### config.mk
export PLATFORM = sky130hd
export DESIGN_NAME = ide_host_ctrl
export DESIGN_NICKNAME = d
export VERILOG_FILES = /design/src/rtl/ide_pkg.sv /design/src/rtl/ide_bus_cycle.sv /design/src/rtl/ide_host_ctrl.sv
export SDC_FILE = /design/constraint.sdc
export NUM_CORES = 1
export LEC_CHECK = 0
export ABC_CLOCK_PERIOD_IN_PS = 5930
export BUFFER_PORTS_ARGS = -buffer_cell sky130_fd_sc_hd__clkbuf_2
export CAP_MARGIN = 20
export CORE_ASPECT_RATIO = 0.75
export CORE_MARGIN = 10
export CORE_UTILIZATION = 57
export DETAILED_ROUTE_END_ITERATION = 6
export GPL_TIMING_DRIVEN = 0
export HOLD_SLACK_MARGIN = 0.03
export PLACE_DENSITY = 0.8
export REMOVE_ABC_BUFFERS = 1
export SYNTH_ARGS = -nofsm -noshare
export SYNTH_HDL_FRONTEND = slang
export SYNTH_SLANG_ARGS = --single-unit
### constraint.sdc
create_clock -name clk -period 5.93 [get_ports clk]
set_input_delay 1.186 -clock clk [delete_from_list [all_inputs] [get_ports clk]]
set_output_delay 1.186 -clock clk [all_outputs]
set_load 0.02 [all_outputs]
### src/rtl/ide_pkg.sv
// Shared types and task-file constants for the IDE host initiator.
package ide_pkg;

    typedef enum logic [3:0] {
        S_IDLE,
        S_LBA0,
        S_LBA1,
        S_LBA2,
        S_CNT,
        S_CMD,
        S_POLL,
        S_XFER,
        S_DONE,
        S_ERROR
    } t_ide_host_state;

    typedef enum logic [1:0] {
        B_IDLE,
        B_SETUP,
        B_STROBE
    } t_bus_state;

    localparam logic [2:0] REG_DATA     = 3'd0;
    localparam logic [2:0] REG_SECCNT   = 3'd2;
    localparam logic [2:0] REG_LBA0     = 3'd3;
    localparam logic [2:0] REG_LBA1     = 3'd4;
    localparam logic [2:0] REG_LBA2     = 3'd5;
    localparam logic [2:0] REG_CMD_STAT = 3'd7;

    localparam int STAT_BSY = 7;
    localparam int STAT_DRQ = 3;
    localparam int STAT_ERR = 0;

    localparam logic [7:0] DEF_CMD_READ  = 8'h20;
    localparam logic [7:0] DEF_CMD_WRITE = 8'h30;

endpackage

### src/rtl/ide_bus_cycle.sv
// Two-clock IDE register access engine: SETUP (ce_n low) then STROBE.
// A start during STROBE chains straight into the next SETUP.
module ide_bus_cycle
    import ide_pkg::*;
(
    input  logic       clk,
    input  logic       arst_n,
    input  logic       start,
    input  logic       rw,
    input  logic [2:0] addr,
    input  logic [7:0] wdata,
    output logic [7:0] rdata,
    output logic       ack,
    output logic       ide_ce_n,
    output logic       ide_oe_n,
    output logic       ide_we_n,
    output logic [2:0] ide_addr,
    output logic [7:0] ide_wdata,
    output logic       ide_wdata_oe,
    input  logic [7:0] ide_rdata
);

    t_bus_state state;
    t_bus_state state_n;
    logic       rw_q;
    logic [2:0] addr_q;
    logic [7:0] wdata_q;
    logic       load;

    assign load = start && (state != B_SETUP);

    always_comb begin
        state_n = state;
        unique case (state)
            B_IDLE:   if (start) state_n = B_SETUP;
            B_SETUP:  state_n = B_STROBE;
            B_STROBE: state_n = start ? B_SETUP : B_IDLE;
            default:  state_n = B_IDLE;
        endcase
    end

    always_ff @(posedge clk or negedge arst_n) begin
        if (!arst_n) begin
            state   <= B_IDLE;
            rw_q    <= 1'b0;
            addr_q  <= 3'd0;
            wdata_q <= 8'h00;
        end else begin
            state <= state_n;
            if (load) begin
                rw_q    <= rw;
                addr_q  <= addr;
                wdata_q <= wdata;
            end
        end
    end

    // The owner captures rdata on the edge that closes STROBE.
    assign ack          = (state == B_STROBE);
    assign rdata        = ide_rdata;
    assign ide_ce_n     = (state == B_IDLE);
    assign ide_oe_n     = !((state == B_STROBE) && !rw_q);
    assign ide_we_n     = !((state == B_STROBE) && rw_q);
    assign ide_addr     = addr_q;
    assign ide_wdata    = wdata_q;
    assign ide_wdata_oe = rw_q && (state != B_IDLE);

endmodule

### src/rtl/ide_host_ctrl.sv
// Host-side IDE initiator: programs LBA/count/command, polls status,
// then streams one sector through the data register.
module ide_host_ctrl
    import ide_pkg::*;
#(
    parameter int          SECTOR_BYTES = 512,
    parameter logic [15:0] POLL_TIMEOUT = 16'hFFFF,
    parameter logic [7:0]  CMD_READ     = DEF_CMD_READ,
    parameter logic [7:0]  CMD_WRITE    = DEF_CMD_WRITE
) (
    input  logic        clk,
    input  logic        arst_n,
    input  logic        req_valid,
    output logic        req_ready,
    input  logic        req_write,
    input  logic [23:0] req_lba,
    output logic [7:0]  rd_data,
    output logic        rd_valid,
    input  logic        rd_ready,
    input  logic [7:0]  wr_data,
    input  logic        wr_valid,
    output logic        wr_ready,
    output logic        done,
    output logic        error,
    output logic        ide_ce_n,
    output logic        ide_oe_n,
    output logic        ide_we_n,
    output logic [2:0]  ide_addr,
    output logic [7:0]  ide_wdata,
    output logic        ide_wdata_oe,
    input  logic [7:0]  ide_rdata
);

    localparam int CW = $clog2(SECTOR_BYTES) + 1;
    localparam logic [CW-1:0] LAST = CW'(SECTOR_BYTES);

    t_ide_host_state state;
    t_ide_host_state state_n;
    t_ide_host_state target;

    logic          write_q;
    logic [23:0]   lba_q;
    logic [15:0]   poll_cnt;
    logic [CW-1:0] byte_cnt;
    logic [CW-1:0] cnt_eff;
    logic          issued;
    logic          accept;
    logic          xfer_ack;
    logic          poll_last;
    logic          need;
    logic          start;
    logic          bus_rw;
    logic [2:0]    bus_addr;
    logic [7:0]    bus_wdata;
    logic [7:0]    bus_rdata;
    logic          ack;

    assign req_ready = (state == S_IDLE);
    assign accept    = req_valid && req_ready;
    assign xfer_ack  = ack && (state == S_XFER);
    assign cnt_eff   = byte_cnt + {{(CW-1){1'b0}}, xfer_ack};
    assign poll_last = (POLL_TIMEOUT != 16'd0) &&
                       (({1'b0, poll_cnt} + 17'd1) == {1'b0, POLL_TIMEOUT});

    always_comb begin
        state_n = state;
        unique case (state)
            S_IDLE: if (req_valid) state_n = S_LBA0;
            S_LBA0: if (ack) state_n = S_LBA1;
            S_LBA1: if (ack) state_n = S_LBA2;
            S_LBA2: if (ack) state_n = S_CNT;
            S_CNT:  if (ack) state_n = S_CMD;
            S_CMD:  if (ack) state_n = S_POLL;
            S_POLL: begin
                if (ack) begin
                    if (!bus_rdata[STAT_BSY] && bus_rdata[STAT_ERR])
                        state_n = S_ERROR;
                    else if (!bus_rdata[STAT_BSY] && bus_rdata[STAT_DRQ])
                        state_n = S_XFER;
                    else if (poll_last)
                        state_n = S_ERROR;
                end
            end
            S_XFER: begin
                if (write_q) begin
                    if (xfer_ack && cnt_eff == LAST) state_n = S_DONE;
                end else if (rd_valid && rd_ready && byte_cnt == LAST) begin
                    state_n = S_DONE;
                end
            end
            S_DONE:  state_n = S_IDLE;
            S_ERROR: state_n = S_IDLE;
            default: state_n = S_IDLE;
        endcase
    end

    // Issue the access for the state we are about to be in, so that
    // consecutive accesses chain without an idle bus cycle.
    assign target = ack ? state_n : state;

    always_comb begin
        need      = 1'b0;
        bus_rw    = 1'b1;
        bus_addr  = REG_DATA;
        bus_wdata = 8'h00;
        unique case (target)
            S_LBA0: begin
                need = 1'b1; bus_addr = REG_LBA0; bus_wdata = lba_q[7:0];
            end
            S_LBA1: begin
                need = 1'b1; bus_addr = REG_LBA1; bus_wdata = lba_q[15:8];
            end
            S_LBA2: begin
                need = 1'b1; bus_addr = REG_LBA2; bus_wdata = lba_q[23:16];
            end
            S_CNT: begin
                need = 1'b1; bus_addr = REG_SECCNT; bus_wdata = 8'h01;
            end
            S_CMD: begin
                need      = 1'b1;
                bus_addr  = REG_CMD_STAT;
                bus_wdata = write_q ? CMD_WRITE : CMD_READ;
            end
            S_POLL: begin
                need = 1'b1; bus_rw = 1'b0; bus_addr = REG_CMD_STAT;
            end
            S_XFER: begin
                bus_rw    = write_q;
                bus_wdata = wr_data;
                if (cnt_eff < LAST) begin
                    if (write_q) need = wr_valid;
                    else need = (!rd_valid || rd_ready) && !xfer_ack;
                end
            end
            default: need = 1'b0;
        endcase
    end

    assign start    = need && (ack || !issued);
    assign wr_ready = start && (target == S_XFER) && write_q;
    assign done     = (state == S_DONE);
    assign error    = (state == S_ERROR);

    always_ff @(posedge clk or negedge arst_n) begin
        if (!arst_n) begin
            state    <= S_IDLE;
            write_q  <= 1'b0;
            lba_q    <= 24'd0;
            poll_cnt <= 16'd0;
            byte_cnt <= '0;
            issued   <= 1'b0;
            rd_data  <= 8'h00;
            rd_valid <= 1'b0;
        end else begin
            state <= state_n;
            if (accept) begin
                write_q  <= req_write;
                lba_q    <= req_lba;
                poll_cnt <= 16'd0;
                byte_cnt <= '0;
            end
            if (ack && state == S_POLL) poll_cnt <= poll_cnt + 16'd1;
            if (xfer_ack) byte_cnt <= cnt_eff;
            if (start) issued <= 1'b1;
            else if (ack) issued <= 1'b0;
            if (xfer_ack && !write_q) begin
                rd_data  <= bus_rdata;
                rd_valid <= 1'b1;
            end else if (rd_ready) begin
                rd_valid <= 1'b0;
            end
        end
    end

    ide_bus_cycle u_bus (
        .clk          (clk),
        .arst_n       (arst_n),
        .start        (start),
        .rw           (bus_rw),
        .addr         (bus_addr),
        .wdata        (bus_wdata),
        .rdata        (bus_rdata),
        .ack          (ack),
        .ide_ce_n     (ide_ce_n),
        .ide_oe_n     (ide_oe_n),
        .ide_we_n     (ide_we_n),
        .ide_addr     (ide_addr),
        .ide_wdata    (ide_wdata),
        .ide_wdata_oe (ide_wdata_oe),
        .ide_rdata    (ide_rdata)
    );

endmodule

; After elaboration in Yosys (flattened, before gate mapping)
; Index checks and enable logic that the tools add are counted.
[totals]
regBits = 79
in_bits = 46
output_inout_bits = 28
wordCells = 108
[op_classes]
n_addsub = 3
n_lt_le_gt_ge = 1
eq_ne = 23
muxes = 33
n_reduce_logical = 36
[ops]
columns = operator, count
row1 = 4-bit two-way mux, 14
row2 = 8-bit one-hot mux with 6 select lines, 1
row3 = 4-bit by 3-bit == test with 1-bit output (second input constant), 8
row4 = 16-bit two-way mux, 2
row5 = 4-bit one-hot mux with 8 select lines, 1
row6 = 10-bit == test (second input constant), 2
row7 = 10-bit two-way mux, 2
row8 = 16-bit by 1-bit adder with 17-bit output (second input constant), 1
row9 = 17-bit by 16-bit == test with 1-bit output (second input constant), 1
row10 = 1-bit logical AND, 17
row11 = 16-bit by 1-bit adder with 16-bit output (second input constant), 1
row12 = 4-bit by 2-bit == test with 1-bit output (second input constant), 4
row13 = 3-bit one-hot mux with 5 select lines, 1
row14 = 10-bit by 1-bit adder with 10-bit output, 1
row15 = 10-bit less-than comparator (second input constant), 1
row16 = 2-bit nonzero test, 5
row17 = 4-bit by 1-bit == test with 1-bit output (second input constant), 2
row18 = 4-bit == test (second input constant), 2
row19 = 1-bit zero test, 8
row20 = 1-bit two-way mux, 7
row21 = 2-bit one-hot mux with 3 select lines, 1
row22 = 6-bit OR reduction, 1
row23 = 5-bit two-way mux, 1
row24 = 4-bit zero test, 1
row25 = 8 further kinds, 11

; Longest topological paths before layout
[depth]
word_depth = 15
depth_mapped = 20
mapped_depth_nobuf = 15

; Modules after synthesis
; Synthesis repeated with hierarchy kept, for this count alone.
[unflattened]
hier_cells = 455
area_unflattened_um2 = 4568.1
[by_module_without_submodules]
columns = mod, n_inst, cells_each, area_per_inst_um2, seq_area_each_um2
row1 = ide_host_ctrl, 1, 412, 3907.5, 1626.6
row2 = ide_bus_cycle, 1, 43, 660.6, 350.3

; Worst setup path before layout
; Ideal clock, no wire load.
[synth_timing]
path_type = reg-to-output
start = reg u_bus.state[0]
end = out wr_ready
t_arrival_ps = 3892
required_time_ps = 4744
setup_slack_ps = 852
stages_incl_launch_ff = 19
n_path_buf = 3
cell_sequence = dfrtp_1 > nand2b_1 > buf_2 > nor2_2 > nand2_2 > inv_2 > clkbuf_1 > ha_1 > ha_1 > buf_2 > nand2_1 > or3_1 > nand4_1 > o41ai_4 > a221o_1 > nor2_2 > o31a_1 > nand3_1 > nor3_1
[synth_between]
elab_chain_len = 15
word_cells_on_any_way = 33
classes_between = add/sub: 1 / order compare: 1 / eq/ne: 9 / mux: 13 / reduce/logical: 9
[synth_rtl]
columns = item, line
row1 = from (decl), ide_bus_cycle.sv:23  ; t_bus_state state;
row2 = from (signal assigned), ide_bus_cycle.sv:49  ; state <= state_n;
row3 = 2-bit == test (*), ide_bus_cycle.sv:59  ; assign ack = (state == B_STROBE);
row4 = 1-bit logical AND, ide_host_ctrl.sv:60  ; assign xfer_ack = ack && (state == S_XFER);
row5 = 10-bit by 1-bit adder with 10-bit output, ide_host_ctrl.sv:61  ; assign cnt_eff = byte_cnt + {{(CW-1){1'b0}}, xfer_ack};
row6 = 10-bit == test, ide_host_ctrl.sv:86  ; if (xfer_ack && cnt_eff == LAST) state_n = S_DONE;
row7 = 1-bit logical AND, ide_host_ctrl.sv:86
row8 = 4-bit two-way mux, ide_host_ctrl.sv:86
row9 = 4-bit two-way mux, ide_host_ctrl.sv:85  ; if (write_q) begin
row10 = 4-bit one-hot mux with 8 select lines, ide_host_ctrl.sv:67  ; unique case (state)
row11 = 4-bit two-way mux, ide_host_ctrl.sv:99  ; assign target = ack ? state_n : state;
row12 = 4-bit by 3-bit == test with 1-bit output (tied with other cells), ide_host_ctrl.sv:106  ; unique case (target)
row13 = 6-bit OR reduction (no line), -
row14 = 1-bit one-hot mux with 2 select lines, ide_host_ctrl.sv:106
row15 = 1-bit logical AND, ide_host_ctrl.sv:139  ; assign start = need && (ack || !issued);
row16 = 1-bit logical AND (*) (2 in a row), ide_host_ctrl.sv:140  ; assign wr_ready = start && (target == S_XFER) && write_q;
row17 = to (decl), ide_host_ctrl.sv:22  ; output logic wr_ready,
; Every way passes the cells marked *; elsewhere a longest branch is shown, timed or not.

; Worst setup path after layout
; Ends and elaborated chain as after synthesis.

==> impl_metrics.ini <==
[timing]
fin_crit_ns = 5.72
clock_skew_ns = 0.00895
timing.fmax_ghz = 0.175
max_slew_margin = 0.288
hold_violations = 0
setup_viol = 0
post-route-period-util = 0.964
worst_slew_pin_slew_ns = 1.06
rsz0062_at_grt = no
slew_violations = 0

[critical_path]
max_stage_delay_ns = 0.57
crit_arrival_ns = 4.53
crit_fanout = 15
criticalPathCategory = reg2out
critPathBufInv = 3
ff2ff_path_depth = 16
slowest_stage = o41ai_4
critPathLaunchType = flip-flop
crit_chain = nand2b_2 -> nor2_4 -> nand2_4 -> inv_4 -> ha_2 -> ha_4 -> nand2_1 -> mux2i_1 -> a22oi_1 -> o41ai_4 -> buf_4 -> a21o_1 -> o21ai_2 -> nand4_4 -> nand3_1 -> nor3_1 -> clkbuf_2
endpoint_kind = primary output
rrSetupSlack_ns = 1.54
cp.required_ns = 4.74
critPathTopFamily = simple AND/OR/NAND/NOR gates
r2r-start = u_bus.state[0]
reg2reg_to = u_bus.ide_wdata[6]

[finish]
final_cells = 650
fin_nets = 591
layout-drive-gt1-share = 0.303
utilization = 0.684
syn_to_final_growth_pct = 17.5
num_antenna_cells = 0

[drt]
drt-wirelength-per-cell_um = 19.1
viasPerCell = 6.31
num_vias = 4100
dr.pass1.iters = 5
postRouteAntennaNets = 0
drt_wl_total_mm = 12.4
drc_errors = 0
drt_iter0_drc = 585

[yosys]
synthCells = 474
synth.top_cell.area_share = 0.431
syn_avg_cell_area_um2 = 9.68
ys_async_sr_fraction = 1.00
ys_ff_latch = 79
ys_seq_area_frac = 0.431
synth_edf_count = 0
yosysWarnings = 0
syn_area_um2 = 4590
yosys-top-cells-count = 79 x dfrtp_1, 48 x o21ai_0, 41 x nand2_1, 34 x mux2_2, 33 x nor2_1
synth_most_common_cell = dfrtp_1
synthTopCellsByArea = dfrtp_1 43%, mux2_2 8.3%, o21ai_0 5.2%
ys_types = 63
synth_top_flop_cell = dfrtp_1
synth_top_area_cell = dfrtp_1

[cts]
holdBufCountCts = 0
cts_buffers = 9
clkLatencyLatePin_ns = 0.37
clkSlewWorstSetupHoldPaths_ns = 0.08
tritoncts = yes
clockBufferDepth = 2
cts.sink_count = 79
cts_root_buffer = clkbuf_8
htree_levels = 3

[floorplan]
num_rows = 28
die_h_um = 97.7
start_util = 0.582
core_um2 = 7880
dieWidth_um = 124
ios = 74
die_area_um2 = 12100

[place]
place.port_buffers = 73
gp_congestion = 0.892
place_inst = 626
dp_hpwl_mm = 8.60

[grt]
first_global_vias = 4026
grt_util_all_layers = 0.203
antenna_found_initial = 0
grt_max_degree = 46
grt_pass1_wl_mm = 19.9
overflow = 0

[hold_path]
min_path_cells = 1
hold_path_class = reg2reg
holdPathEnd = u_bus.ide_wdata[6]
min_from = u_bus.ide_wdata[6]

[status]
status = finished clean

[pwr]
p_per_area_nw_per_um2 = 362
vdd_drop_max_mv = 0.210
power_uw = 1960
cellLeakagePower_uw = 0.00243

[run]
max_cap_viol_count = 0
## cell families after synthesis
kind of cell               after synthesis  share of synthesized area
DFF                                     79                      0.431
buffers and inverters                   37                     0.0368
muxes                                   43                      0.107
AOI/OAI and AO/OA                      113                      0.163
xor gates and xnor gates                12                     0.0229
and+or+nand+nor                        185                      0.226
adders and majority gates                5                     0.0136
## placed cells by master (no fill, tap or decap), types with 8 or more instances in the layout
| master | Yosys | routed |
|---|---|---|
| a21oi_1 | 12 | 12 |
| a31oi_1 | 15 | 15 |
| and3_1 | 8 | 8 |
| clkbuf_2 | 0 | 72 |
| clkbuf_8 | 0 | 10 |
| dfrtp_1 | 79 | 77 |
| mux2_2 | 34 | 34 |
| nand2_1 | 41 | 40 |
| nand3_1 | 11 | 11 |
| nand4_1 | 32 | 32 |
| nor2_1 | 33 | 32 |
| nor3_1 | 9 | 8 |
| o21ai_0 | 48 | 48 |
## stage by stage
stage | hold WS (ns) | cell area [µm²] | worst slack (ns) | setup TNS, ns
floorplan | 0.458 | 4460 | 0.459 | 0
finish | 0.496 | 5400 | 0.211 | 0
global placement | 0.469 | 4950 | -0.264 | -0.264
CTS | 0.498 | 5320 | 0.0231 | 0
global route | 0.510 | 5400 | 0.0157 | 0
detailed placement | 0.479 | 5010 | -0.344 | -0.344
## repair_timing
action,CTS,global route
resized for setup,8,8
cloned,1,0
pin swaps,2,1
setup endpoints to repair,1,1
buffers inserted,3,4
## layout make-up
cell class | count | area (µm²)
Inverter | 9 | 36.3
Multi-Input combinational cell | 359 | 2520
Tap cell | 105 | 131
Clock inverter | 6 | 116
Clock buffer | 10 | 138
Timing Repair Buffer | 82 | 475
Fill cell | 616 | 2490
Sequential cell | 79 | 1980
## metal layers
metal | GRT usage | vias up | routed length [µm]
met5 | 0 | - | 0
met4 | 0.0545 | 0 | 108
met3 | 0.0656 | 17 | 1300
met2 | 0.305 | 184 | 5730
met1 | 0.273 | 1998 | 5280
li1 | - | 1901 | -
## flip-flops by register name, summed over array words and instances, names as in the netlist
register,count
write_q,1
u_bus.state,2
state,4
u_bus.rw_q,1
issued,1
poll_cnt,16
byte_cnt,10
rd_valid,1
rd_data,8
lba_q,24
u_bus.ide_addr,3
u_bus.ide_wdata,8
## where the power goes
group          total, µW  internal, µW  switching, µW
sequential           932           705            226
clock                504           294            211
combinational        519           247            272
total               1960          1250            709
## worst reg2reg max path, cell delays in order (launching register included)
cell and delay, ns:
dfrtp_1 0.43, nand2b_2 0.31, nor2_4 0.18, nand2_4 0.16, inv_4 0.19, ha_2 0.26
ha_4 0.19, nand2_1 0.13, mux2i_1 0.18, a22oi_1 0.13, o41ai_4 0.57, buf_4 0.22
a21o_1 0.20, o21ai_2 0.14, o31a_1 0.37, and3_4 0.28, mux2_1 0.32
## how the worst max path moves through the flow
stage | start | to | slack (ns) | cells after the start
3_5_place_dp | state[1] | wr_ready | -0.34 | 16
4_1_cts | state[1] | wr_ready | 0.02 | 16
2_1_floorplan | state[1] | wr_ready | 0.46 | 15
3_3_place_gp | state[1] | wr_ready | -0.26 | 16
6_report | u_bus.state[0] | wr_ready | 0.21 | 17
5_1_grt | u_bus.state[0] | wr_ready | 0.02 | 17
Power figures use the tool's default switching activity.
